**config.mk**
```make
export PLATFORM = sky130hd
export DESIGN_NAME = rr_arbiter8
export DESIGN_NICKNAME = d
export VERILOG_FILES = /design/src/rtl/rr_arbiter8.sv
export SDC_FILE = /design/constraint.sdc
export NUM_CORES = 1
export LEC_CHECK = 0
export CAP_MARGIN = 20
export CORE_ASPECT_RATIO = 0.7
export CORE_MARGIN = 3
export CORE_UTILIZATION = 30
export DETAILED_ROUTE_END_ITERATION = 16
export PLACE_DENSITY = 0.51
export SYNTH_ARGS = -nofsm -noshare
export SYNTH_HDL_FRONTEND = slang
export SYNTH_SLANG_ARGS = --single-unit
```
**constraint.sdc**
```tcl
create_clock -name clk -period 5.35 [get_ports clk]
set_input_delay 0.8025 -clock clk [delete_from_list [all_inputs] [get_ports clk]]
set_output_delay 0.8025 -clock clk [all_outputs]
set_load 0.01 [all_outputs]
```
**src/rtl/rr_arbiter8.sv**
```systemverilog
// ---------------------------------------------------------------------------
// rr_arbiter8 -- eight-way round-robin arbiter with hold timeout.
//
// A requester is granted for as long as it keeps its request up and has not
// signalled done, up to TIMEOUT cycles. Every grant is followed by exactly
// one GAP cycle with no grant. Arbitration resumes in that GAP cycle, so a
// done at cycle M produces the next grant at cycle M+2. The search for the
// next holder starts one past the most recent holder (last_sel), which gives
// round-robin fairness.
//
// Ports
//   clk          in   1  rising-edge clock
//   rst          in   1  synchronous active-high reset
//   req          in   8  request per requester, bit i = requester i
//   done         in   1  current holder finished (only looked at in GRANT)
//   gnt          out  8  registered one-hot grant, zero when nobody holds
//   gnt_sel      out  3  binary index of the holder (meaningful when gnt_valid)
//   gnt_valid    out  1  high exactly when gnt is non-zero
//   timeout_err  out  1  one-cycle pulse in the GAP after a forced release
// ---------------------------------------------------------------------------
module rr_arbiter8 #(
    parameter int TIMEOUT = 16          // legal range 2..256
) (
    input  logic       clk,
    input  logic       rst,
    input  logic [7:0] req,
    input  logic       done,
    output logic [7:0] gnt,
    output logic [2:0] gnt_sel,
    output logic       gnt_valid,
    output logic       timeout_err
);

    // The counter never goes past TIMEOUT-1, so clog2(TIMEOUT) bits suffice.
    localparam int            CW       = (TIMEOUT > 2) ? $clog2(TIMEOUT) : 1;
    localparam logic [CW-1:0] CNT_LAST = CW'(TIMEOUT - 1);

    typedef enum logic [1:0] {
        IDLE  = 2'd0,
        GRANT = 2'd1,
        GAP   = 2'd2
    } state_t;

    state_t        r_state;
    state_t        w_state_next;
    logic [2:0]    r_last_sel;
    logic [2:0]    w_last_sel_next;
    logic [CW-1:0] r_cnt;
    logic [CW-1:0] w_cnt_next;
    logic [7:0]    r_gnt;
    logic [7:0]    w_gnt_next;
    logic [2:0]    r_gnt_sel;
    logic [2:0]    w_gnt_sel_next;
    logic          r_gnt_valid;
    logic          w_gnt_valid_next;
    logic          r_timeout_err;
    logic          w_timeout_err_next;

    // Requests rotated so that bit k is requester (last_sel + 1 + k) mod 8.
    // Offset 7 wraps back onto last_sel itself, so a lone requester is
    // re-granted after its GAP.
    logic [7:0] w_rot;
    logic [2:0] w_off;
    logic [2:0] w_pick;
    logic [7:0] w_pick_onehot;

    generate
        for (genvar gi = 0; gi < 8; gi++) begin : g_rotate
            assign w_rot[gi]         = req[r_last_sel + 3'(gi + 1)];
            assign w_pick_onehot[gi] = (w_pick == 3'(gi));
        end
    endgenerate

    // Lowest set rotated bit wins; scanning downward lets it overwrite.
    always_comb begin
        w_off = 3'd0;
        for (int i = 7; i >= 0; i--) begin
            if (w_rot[i]) begin
                w_off = 3'(i);
            end
        end
    end

    assign w_pick = r_last_sel + w_off + 3'd1;

    logic w_hold_req;
    logic w_timed_out;
    assign w_hold_req  = req[r_gnt_sel];
    assign w_timed_out = (r_cnt == CNT_LAST);

    always_comb begin
        w_state_next       = r_state;
        w_last_sel_next    = r_last_sel;
        w_cnt_next         = r_cnt;
        w_gnt_next         = r_gnt;
        w_gnt_sel_next     = r_gnt_sel;
        w_gnt_valid_next   = r_gnt_valid;
        w_timeout_err_next = 1'b0;

        case (r_state)
            IDLE, GAP: begin
                if (|req) begin
                    w_state_next     = GRANT;
                    w_gnt_next       = w_pick_onehot;
                    w_gnt_sel_next   = w_pick;
                    w_gnt_valid_next = 1'b1;
                    w_last_sel_next  = w_pick;
                end else begin
                    w_state_next     = IDLE;
                    w_gnt_next       = 8'd0;
                    w_gnt_valid_next = 1'b0;
                end
                w_cnt_next = '0;
            end
            GRANT: begin
                if (done || !w_hold_req || w_timed_out) begin
                    w_state_next       = GAP;
                    w_gnt_next         = 8'd0;
                    w_gnt_valid_next   = 1'b0;
                    // A done or abandon in the same cycle counts as a
                    // normal release, so only a pure timeout is flagged.
                    w_timeout_err_next = w_timed_out && !done && w_hold_req;
                end else begin
                    w_cnt_next = r_cnt + 1'b1;
                end
            end
            default: begin
                w_state_next     = IDLE;
                w_gnt_next       = 8'd0;
                w_gnt_valid_next = 1'b0;
                w_cnt_next       = '0;
            end
        endcase
    end

    always_ff @(posedge clk) begin
        if (rst) begin
            r_state       <= IDLE;
            r_last_sel    <= 3'd7;
            r_cnt         <= '0;
            r_gnt         <= 8'd0;
            r_gnt_sel     <= 3'd0;
            r_gnt_valid   <= 1'b0;
            r_timeout_err <= 1'b0;
        end else begin
            r_state       <= w_state_next;
            r_last_sel    <= w_last_sel_next;
            r_cnt         <= w_cnt_next;
            r_gnt         <= w_gnt_next;
            r_gnt_sel     <= w_gnt_sel_next;
            r_gnt_valid   <= w_gnt_valid_next;
            r_timeout_err <= w_timeout_err_next;
        end
    end

    assign gnt         = r_gnt;
    assign gnt_sel     = r_gnt_sel;
    assign gnt_valid   = r_gnt_valid;
    assign timeout_err = r_timeout_err;

endmodule
```
==> insert_results.sql <==
INSERT INTO impl_metrics (metric_group, metric, value, unit) VALUES
('status', 'outcome', 'finished, final reports clean', ''),
('placed_design', 'dpl.cell_count', '241', ''),
('yosys', 'ys_warn_count', '0', ''),
('yosys', 'multiplexer_fraction_of_the_synthesized_cell_area', '27.4', '%'),
('global_route', 'groute.layer.met1.usage', '16.9', '%'),
('sta', 'final.min_clock_period', '4310', 'ps'),
('floorplan', 'starting_density_of_the_core', '31.5', '%'),
('global_route', 'number_of_global_route_vias_before_repair', '1242', ''),
('cells_and_area', 'sequential_cell_area', '420', 'um^2'),
('global_route', 'grt_start_max_net_pins', '14', ''),
('route', 'drt_wl_total', '3.46', 'mm'),
('clock_network', 'cts.sink_count', '21', ''),
('yosys', 'synth_enable_flop_cells', '0', ''),
('placed_design', 'dp_hpwl', '2.71', 'mm'),
('cells_and_area', 'drive_gt1_share', '15.3', '%'),
('sta', 'final.setup.tns', '0', 'ps'),
('worst_setup_path', 'timing.critical_path.to_type', 'flop', ''),
('worst_setup_path', 'class_of_the_most_critical_setup_path', 'reg -> reg', ''),
('floorplan', 'die_y', '65.8', 'um'),
('yosys', 'netlist_instances', '154', ''),
('global_route', 'grtUsageMet3', '3.19', '%'),
('sta', 'max-slew-margin-rel', '51.5', '%'),
('global_route', 'grt_pass1_wl', '6.05', 'mm'),
('worst_setup_path', 'critical_path_arrival', '4450', 'ps'),
('yosys', 'synth_top_family_by_area', 'multiplexers', ''),
('placed_design', 'gp_congestion', '0.759', ''),
('sta', 'post-route-period-util', '80.5', '%'),
('cells_and_area', 'layout.cells.non_filler', '245', ''),
('floorplan', 'chipWidth', '91.4', 'um'),
('yosys', 'synth_compound_gate_area_share', '14.7', '%'),
('clock_network', 'cts.htree.levels', '1', ''),
('route', 'dr.first_iter.drc_count', '90', ''),
('pwr', 'power.ir.vdd_worst', '0.146', 'mV'),
('pwr', 'leakagePower', '0.670', 'nW'),
('sta', 'timing_hold_violations_final', '0', ''),
('yosys', 'share_of_the_synthesized_netlist_area_taken_by_xor_and_xnor_gates', '4.58', '%'),
('clock_network', 'clk_pin_slew', '70', 'ps'),
('yosys', 'yosys.area_share.simple', '17.2', '%'),
('floorplan', 'boundary_pins', '24', ''),
('cells_and_area', 'antenna-diode-count', '0', ''),
('yosys', 'synth_area_per_cell', '9.94', 'um^2'),
('sta', 'actual_transition_at_the_worst_max_transition_pin', '728', 'ps'),
('run', 'max-cap-violations', '0', ''),
('global_route', 'track_usage', '12.4', '%'),
('cells_and_area', 'filler_cell_count', '484', ''),
('yosys', 'synth.ff_latch_count', '21', ''),
('route', 'routed_via_density', '5.11', ''),
('clock_network', 'tritoncts_clock_tree', 'done', ''),
('hold_path', 'timing.hold.worst.class', 'reg -> reg', ''),
('yosys', 'ys_async_sr_fraction', '0', '%'),
('route', 'drt_first_pass_iters', '4', ''),
('yosys', 'synth-adder-area-share', '4.58', '%'),
('clock_network', 'cts_root_buf', 'clkbuf_8', ''),
('clock_network', 'max-clock-path-buffers', '2', ''),
('global_route', 'grt_antenna_before_repair', '0', ''),
('worst_setup_path', 'worstPathMaxFanout', '13', ''),
('floorplan', 'coreArea', '4860', 'um^2'),
('global_route', 'grt_busiest_layer', 'met2', ''),
('clock_network', 'number_of_buffers_created_by_cts', '3', ''),
('cells_and_area', 'final_net_count', '193', ''),
('clock_network', 'clk-insertion-delay-late', '260', 'ps'),
('floorplan', 'fp-row-count', '21', ''),
('yosys', 'synth_nets', '170', ''),
('clock_network', 'cts_setup_buffers', '0', ''),
('sta', 'maximum_operating_frequency', '232', 'MHz'),
('route', 'antenna_violating_nets_post_route', '0', ''),
('pwr', 'powerDensity', '577', 'nW/um^2'),
('worst_setup_path', 'timing.critical_path.from_type', 'flop', ''),
('global_route', 'globalRouteOverflowTotal', '0', ''),
('yosys', 'yosysSeqAreaShare', '27.5', '%'),
('route', 'routedWlPerCell', '14.1', 'um');
[per-stage QoR]
step	cell area, um^2	hold slack, ps	power, mW	utilization, %	worst slack (ps)
after floorplan	1530	479	0.793	-	1520
after global placement	1810	443	0.960	37.3	996
after detailed placement	1810	454	0.968	37.3	964
after CTS	1860	471	1.08	38.2	1030
after global routing	1860	488	1.16	38.2	808
final	1860	466	1.07	38.2	1040
[cells in the mapped netlist (4+ instances only)]
cell type | count | area share (%)
nor2_1 | 14 | 3.4
nand2_1 | 15 | 3.7
o21ai_0 | 12 | 3.9
ha_1 | 4 | 3.3
mux2_2 | 4 | 2.9
mux2i_1 | 4 | 2.6
inv_1 | 5 | 1.2
dfxtp_1 | 21 | 27
mux4_2 | 11 | 16
nand2b_1 | 6 | 2.5
xor2_1 | 5 | 2.9
mux2_1 | 4 | 2.9
[logic make-up after synthesis]
| family | Yosys count |
|---|---|
| and+or+nand+nor | 53 |
| AOI/OAI and AO/OA | 31 |
| muxes | 25 |
| DFF | 21 |
| buffers and inverters | 11 |
| xor gates and xnor gates | 8 |
| adders and majority gates | 5 |
[sequential cells by signal, indices dropped and copies added, names as in the netlist]
register / cells
gnt_sel: 3
gnt: 8
timeout_err: 1
r_last_sel: 3
r_cnt: 4
r_state: 2
[metal layers]
metal | wire length, um | share of wire (%)
met4 | 33 | 0.96
met2 | 1590 | 46
met3 | 180 | 5.2
met1 | 1650 | 48
met5 | 0 | 0
[cell type report]
class,count,share of cell area (%)
clock buffer,4,2.43
timing repair buffer,24,12.8
tap,69,4.65
inverter,5,1.01
sequential,21,22.6
multi-input combinational,122,56.5
[where the power goes]
group	switching, mW	internal, mW
registers	0.0463	0.199
logic	0.371	0.351
clock network	0.0496	0.0530
total	0.467	0.603
[final timing paths]
check                                                 from                          to  slack, ps  depth (start not counted)
worst max register to register  r_last_sel[1]$_SDFFE_PP1P_  r_last_sel[2]$_SDFFE_PP1P_       1040                         14
worst max-delay path            r_last_sel[1]$_SDFFE_PP1P_  r_last_sel[2]$_SDFFE_PP1P_       1040                         14
worst min-delay path                   gnt[3]$_SDFFE_PP0P_         gnt[3]$_SDFFE_PP0P_        470                          2
worst min register to register         gnt[3]$_SDFFE_PP0P_         gnt[3]$_SDFFE_PP0P_        470                          2
[critical path, stage by stage, from the launching register on]
cell and delay, ps:
dfxtp_1 610, inv_1 170, ha_1 470, mux2_1 410
mux2_2 290, mux2i_1 220, nand2b_1 100, a21bo_2 220
a31oi_1 140, o21ai_0 90, ha_1 210, fa_1 450
or4b_4 570, a211oi_2 190, a31oi_1 50
(Power assumes the default switching activity.)
